--- config.mk ---
export PLATFORM = sky130hd
export DESIGN_NAME = shift_deserializer
export DESIGN_NICKNAME = d
export VERILOG_FILES = /design/src/rtl/shift_deserializer.sv
export SDC_FILE = /design/constraint.sdc
export NUM_CORES = 1
export LEC_CHECK = 0
export BUFFER_PORTS_ARGS = -buffer_cell sky130_fd_sc_hd__buf_4
export CAP_MARGIN = 20
export CORE_AREA = 2 2 39 41
export CTS_CLUSTER_DIAMETER = 120
export DETAILED_ROUTE_END_ITERATION = 8
export DIE_AREA = 0 0 41 43
export GPL_ROUTABILITY_DRIVEN = 0
export GPL_TIMING_DRIVEN = 0
export HOLD_SLACK_MARGIN = 0.06
export PLACE_DENSITY = 0.67
export SLEW_MARGIN = 20
export SYNTH_ARGS = -nofsm -noshare
export SYNTH_HDL_FRONTEND = slang
export SYNTH_SLANG_ARGS = --single-unit
export TNS_END_PERCENT = 1
--- constraint.sdc ---
create_clock -name clk -period 4.7 [get_ports clk]
set_clock_uncertainty 0.15 [all_clocks]
set_input_delay 0 -clock clk [delete_from_list [all_inputs] [get_ports clk]]
set_output_delay 0 -clock clk [all_outputs]
set_load 0.02 [all_outputs]
--- src/rtl/shift_deserializer.sv ---
// Serial-to-parallel receiver: LSB-first frames of N bits, started by sync,
// delivered through a single-entry holding register with a sticky overrun flag.
module shift_deserializer #(
   parameter int N = 4
) (
   input  logic         clk,
   input  logic         reset,
   input  logic         sync,
   input  logic         si,
   input  logic         si_en,
   input  logic         rd,
   output logic [N-1:0] q,
   output logic         q_valid,
   output logic         busy,
   output logic         overrun
);

   localparam int CW = $clog2(N + 1);
   localparam logic [0:0] IDLE = 1'b0;
   localparam logic [0:0] RECV = 1'b1;

   logic [0:0]    state;
   logic [CW-1:0] cnt;
   logic [N-1:0]  shreg;
   logic [N-1:0]  word;
   logic          accept;
   logic          last;

   // A sync always restarts at bit 0, so it can never complete a word (N >= 2).
   always_comb begin
      accept = si_en && (sync || (state == RECV));
      word   = {si, shreg[N-1:1]};
      last   = si_en && !sync && (state == RECV) && (cnt == CW'(N - 1));
   end

   always_ff @(posedge clk) begin
      if (reset) begin
         state   <= IDLE;
         cnt     <= '0;
         shreg   <= '0;
         q       <= '0;
         q_valid <= 1'b0;
         overrun <= 1'b0;
      end else begin
         if (accept)
            shreg <= word;

         if (sync) begin
            state <= RECV;
            cnt   <= si_en ? CW'(1) : '0;
         end else if ((state == RECV) && si_en) begin
            if (last) begin
               state <= IDLE;
               cnt   <= '0;
            end else begin
               cnt <= cnt + 1'b1;
            end
         end

         // A completed word only lands if the holding register is free or being read now.
         if (last) begin
            if (!q_valid || rd) begin
               q       <= word;
               q_valid <= 1'b1;
            end else begin
               overrun <= 1'b1;
            end
         end else if (rd && q_valid) begin
            q_valid <= 1'b0;
         end
      end
   end

   assign busy = (state == RECV);

endmodule

==> flow_metrics.py, run 1 <==
metrics = {
    "routing": {
        "met3_length_um": 40,
        "met2_wirelength_um": 428,
        "topRoutingLayerUsed": "met4",
        "totalWireLength_mm": 1.00,
        "wire_per_inst_um": 11.0,
        "viasPerCell": 4.96,
        "firstDrtPassIters": 4,
        "drt_iter0_drc": 8,
        "wl_met1_um": 494,
        "vias": 451,
        "ant_nets": 0,
        "drc_errors": 0,
    },
    "floorplan": {
        "initial_core_util": 0.401,
        "core_area_um2": 1380,
        "die_w_um": 41,
        "io_pins": 13,
        "die_h_um": 43,
        "fp-row-count": 14,
        "die_area_um2": 1760,
    },
    "grt": {
        "grt_pass1_vias": 372,
        "overflow": 0,
        "grt_pass1_wl_mm": 1.64,
        "antenna_found_initial": 0,
        "grt_use_total": 0.143,
        "grt_max_degree": 11,
    },
    "cells_and_area": {
        "fillCellCount": 133,
        "area_delta_synth_final_pct": 32.3,
        "fin_cells": 91,
        "design_area_um2": 733,
        "multi_input_area_um2": 287,
        "regArea_um2": 260,
        "final_common_cell": "dfxtp_1",
        "finish.utilization": 0.530,
        "layout-drive-gt1-share": 0.213,
        "mostFrequentLayoutCells": "dfxtp_1, buf_4, nand2b_1",
        "nets": 83,
        "diodes": 0,
    },
    "synthesis": {
        "synth_warnings": 0,
        "syn-cell-area_um2": 554,
        "synth_cell_types": 18,
        "synth-seq-cells": 13,
        "syn_nets": 62,
        "yosys-top-cells-area": "dfxtp_1, mux2i_1, nand2b_1",
        "synthCells": 55,
        "synth_seq_area_share": 0.470,
        "yosys.area.top_type": "dfxtp_1",
        "syn_area_per_cell_um2": 10.1,
        "synth_top_area_frac": 0.470,
    },
    "placed_design": {
        "place_area_um2": 657,
        "dp_hpwl_um": 681,
        "numPortBuffers": 11,
        "dpl.cell_count": 82,
        "post-place-ws_ns": 3.04,
    },
    "power": {
        "power_switching_uw": 48.5,
        "pwr-share-clk": 0.343,
        "p_leak_nw": 0.300,
        "switching_share": 0.237,
        "internal_power_uw": 156,
        "seq_power_share": 0.559,
        "pwr-share-comb": 0.099,
        "ir_drop_uv": 159,
        "power.density_nw_per_um2": 279,
    },
    "timing": {
        "rsz0062_at_grt": "false",
        "worst_slack_ns": 3.03,
        "slew_headroom": 0.719,
        "finalCritPeriodShare": 0.355,
        "setup_tns_ns": 0,
        "fmax_mhz": 599,
        "drv_slew": 0,
        "report.final.hold_viol_count": 0,
        "tightestPinTransition_ns": 0.420,
        "setup_viol": 0,
        "period_needed_ns": 1.67,
    },
    "clock_tree": {
        "numCtsBuffers": 3,
        "cts_sinks": 13,
        "cts_tree": "built",
        "clkSlewWorstSetupHoldPaths_ns": 0.08,
        "clockRootBuffer": "clkbuf_4",
        "clockBufferDepth": 2,
        "htreeDepth": 1,
        "postCtsSetupBuffers": 0,
        "insertion_delay_ns": 0.28,
    },
    "critical_path": {
        "start_kind": "flop",
        "cp_data_arrival_time_ns": 1.74,
        "crit_type": "flop to flop",
        "worst_setup_path_end_kind": "flop",
        "crit_required_ns": 4.77,
        "crit_path_max_fanout": 4,
    },
    "job": {
        "max_cap_viol_count": 0,
    },
    "worst_hold_path": {
        "hp-class": "flop to flop",
    },
    "run_status": {
        "outcome": "finished, final reports clean",
    },
}
synthesized netlist by cell type:
library cell   n
or2b_1         1
o21ai_1        1
ha_1           1
nand2_2        1
or3_1          1
mux2i_1        8
a31oi_1        2
nor2_1         5
nor4b_4        1
clkbuf_1       2
a21oi_1        1
nand2_1        2
nand2b_1      10
dfxtp_1       13
nand3b_1       1
nor3_1         3
o31ai_1        1
nand4b_1       1
final cells by class:
cell class / instances / area share
sequential: 13 / 0.355
clock buffer: 4 / 0.0358
multi-input combinational: 40 / 0.391
timing repair buffer: 16 / 0.181
buffer: 2 / 0.0102
tap: 16 / 0.0273
flip-flops by register name, summed over array words and instances, names as in the netlist:
register / flops
busy: 1
q: 4
shreg: 3
q_valid: 1
cnt: 3
overrun: 1
logic make-up after synthesis:
group	after synthesis	synth area share
AO/OA/AOI/OAI	5	0.0542
multiplexers	8	0.144
AND/OR/NAND/NOR	26	0.296
flip-flops	13	0.470
adder cells (fa/ha/maj)	1	0.0226
buffers and inverters	2	0.0135
power groups by stage:
stage	clock network (mW)	logic, mW	registers [mW]
final	0.0701	0.0202	0.114
after global routing	0.0783	0.0218	0.115
after CTS	0.0733	0.0201	0.114
after detailed placement	0	0.0168	0.117
after global placement	0	0.0164	0.117
after floorplan	0	0.00985	0.117
worst max-delay path, stage by stage (launching register included):
cell     delay, ns
dfxtp_1       0.35
ha_1          0.17
or2b_1        0.30
nor4b_4       0.41
mux2i_1       0.23
stage by stage:
step	hold WS (ns)	total power [mW]
2_1_floorplan	-0.0450	0.127
3_3_place_gp	0.0834	0.133
3_5_place_dp	0.0905	0.134
4_1_cts	0.294	0.208
5_1_grt	0.326	0.215
6_report	0.291	0.205
metal layers:
layer / vias up / GRT usage
met5: - / 0
met4: 0 / 0.140
li1: 232 / -
met1: 204 / 0.190
met3: 5 / 0.0314
met2: 10 / 0.178
what timing repair did:
item | in CTS | in global routing
endpoints found under the hold margin | 11 | 0
resized for setup | 0 | 0
setup endpoints to repair | 0 | 0
hold buffers | 5 | 0
path summary, 6_finish.rpt:
kind,depth (start not counted),to,startpoint,slack (ns)
worst max-delay path,4,q[0],cnt[0],3.03
worst min-delay path,2,cnt[2],cnt[2],0.29
worst max register to register,4,q[0],cnt[0],3.03
worst min register to register,2,cnt[2],cnt[2],0.29
No activity file was read; power rests on OpenSTA's default activity.
==> run 2, diff against run 1 <==
- PLACE_DENSITY: 0.67 -> 0.7
- clock period: 4.7 -> 1.44 ns (I/O delays scaled with it)
==> run 2 against run 1 <==
The run now ends with setup timing left. Wire length is 11% higher. Register-to-register slack got worse by 3.2 ns. Setup slack got worse by 3.2 ns. Critical path depth increased by 1. Flip-flop and latch count is the same. Cell area grew 5.6%. Global-route usage up 0.81 points. Via count grew 7.1%. Maximum frequency increased by 6.7%. Worst hold slack better by 0.0030 ns. Total power rose to 3.2 times the previous value. Largest power group unchanged.
==> flow_metrics.py, run 2 (same netlist as run 1, synthesis figures left out) <==
metrics = {
    "run_status": {
        "outcome": "finished with violations",
        "violations": "setup timing",
    },
    "worst_hold_path": {
        "holdPathEnd": "cnt[2]",
        "hp-class": "flop to flop",
        "hold_start": "cnt[2]",
        "min_path_cells": 2,
    },
    "cells_and_area": {
        "nets": 86,
        "layout-drive-gt1-share": 0.295,
        "largest_register_ffs": 4,
        "mostFrequentLayoutCells": "buf_4, dfxtp_1, nand2b_1",
        "area_delta_synth_final_pct": 39.7,
        "reg_top3": "q (4), cnt (3), shreg (3)",
        "top_register": "q",
        "final_common_cell": "buf_4",
        "diodes": 0,
    },
    "routing": {
        "drt_iter0_drc": 7,
        "ant_nets": 0,
        "drc_errors": 0,
        "viasPerCell": 5.14,
        "firstDrtPassIters": 4,
        "vias": 483,
        "wire_per_inst_um": 11.8,
        "totalWireLength_mm": 1.11,
    },
    "job": {
        "max_cap_viol_count": 0,
    },
    "grt": {
        "grt_use_total": 0.151,
        "antenna_found_initial": 0,
        "overflow": 0,
        "grt_pass1_vias": 446,
        "grt_pass1_wl_mm": 1.86,
        "grt_max_degree": 11,
    },
    "critical_path": {
        "critPathLaunch": "cnt[0]",
        "crit_required_ns": 1.49,
        "r2r_start": "cnt[0]",
        "reg2reg_to": "q[3]",
        "worst_setup_path_end_kind": "flop",
        "cp_data_arrival_time_ns": 1.61,
        "rr_worst_depth": 5,
        "r2r_setup_slack_ns": -0.13,
        "crit_path_max_fanout": 4,
        "crit_chain": "ha_4, or2b_4, nor4b_4, buf_4, mux2i_1",
        "crit_path_max_incr_delay_ns": 0.36,
        "crit_type": "flop to flop",
        "start_kind": "flop",
        "crit_path_top_delay_cell": "dfxtp_2",
    },
    "placed_design": {
        "dp_hpwl_um": 685,
        "numPortBuffers": 11,
    },
    "floorplan": {
        "die_w_um": 41,
        "die_area_um2": 1760,
        "initial_core_util": 0.401,
        "io_pins": 13,
        "fp-row-count": 14,
        "die_h_um": 43,
        "core_area_um2": 1380,
    },
    "clock_tree": {
        "cts_tree": "built",
        "numCtsBuffers": 3,
        "cts_sinks": 13,
        "clockRootBuffer": "clkbuf_4",
        "insertion_delay_ns": 0.26,
        "clkSlewWorstSetupHoldPaths_ns": 0.08,
        "clockBufferDepth": 2,
        "htreeDepth": 1,
    },
    "timing": {
        "report.final.hold_viol_count": 0,
        "setup_tns_ns": -0.564,
        "worst_slack_ns": -0.125,
        "drv_slew": 0,
        "tightestPinTransition_ns": 0.425,
        "fmax_mhz": 639,
        "period_needed_ns": 1.57,
        "finalCritPeriodShare": 1.09,
        "slew_headroom": 0.717,
        "rsz0062_at_grt": "true",
        "setup_viol": 6,
    },
    "power": {
        "finalPower_uw": 662,
        "power.density_nw_per_um2": 855,
        "internal_power_uw": 513,
        "switching_share": 0.226,
        "ir_drop_uv": 412,
        "p_leak_nw": 0.316,
        "pwr-share-comb": 0.107,
        "power_switching_uw": 150,
        "pwr-share-clk": 0.328,
        "seq_power_share": 0.565,
    },
}
==> run 2: cell count changes in the layout (fill, tap and decap cells not counted), sizes merged <==
cell  delta
buf      +3
==> run 2: worst max-delay path, delay by kind of cell (launching register included) <==
kind / cells / cell delay (ns)
fa+ha+maj: 1 / 0.13
flops: 1 / 0.36
simple gates: 2 / 0.49
buf+inv: 1 / 0.19
mux: 1 / 0.18
==> run 2: metal layers <==
metal  wire (µm)  vias to the layer above  GRT usage
li1            -                      242          -
met1         498                      231      0.193
met2         564                        8      0.238
met3          32                        2     0.0157
met4          14                        0     0.0800
met5           0                        -          0
==> run 2: final cells by class <==
| type | count | area [µm²] |
|---|---|---|
| timing repair buffer | 19 | 155 |
| buffer | 2 | 7.51 |
| multi-input combinational | 40 | 303 |
| tap | 16 | 20.0 |
| clock buffer | 4 | 26.3 |
| fill | 120 | 609 |
| sequential | 13 | 263 |
==> run 2: worst max-delay path by stage <==
stage                     endpoint  depth (start not counted)  slack, ns
after floorplan               q[0]                          4      -0.09
after global placement        q[3]                          4      -0.22
after detailed placement      q[2]                          4      -0.24
after CTS                     q[3]                          5      -0.16
after global routing          q[2]                          5      -0.21
final                         q[3]                          5      -0.13
==> run 2: repair_timing <==
action                     CTS  global route
buffers inserted             3             0
resized for setup            3             2
hold endpoints to repair    11             0
setup endpoints to repair    6            10
pin swaps                    2             1
hold buffers                 5             0
==> run 2: power groups by stage <==
| stage | logic, mW | clock network, mW | registers (mW) |
|---|---|---|---|
| floorplan | 0.0322 | 0 | 0.383 |
| global placement | 0.0534 | 0 | 0.381 |
| detailed placement | 0.0542 | 0 | 0.382 |
| CTS | 0.0686 | 0.228 | 0.373 |
| global route | 0.0772 | 0.245 | 0.376 |
| finish | 0.0707 | 0.217 | 0.374 |
==> run 2: per-stage QoR <==
stage | hold WS [ns] | setup slack [ns] | cell area, µm² | cells | utilization
3_3_place_gp | 0.0839 | -0.222 | 657 | 82 | 0.475
5_1_grt | 0.321 | -0.209 | 774 | 94 | 0.560
6_report | 0.294 | -0.125 | 774 | 94 | 0.560
4_1_cts | 0.292 | -0.158 | 762 | 94 | 0.551
3_5_place_dp | 0.0890 | -0.241 | 657 | 82 | 0.475
2_1_floorplan | -0.0450 | -0.0855 | 554 | 55 | -
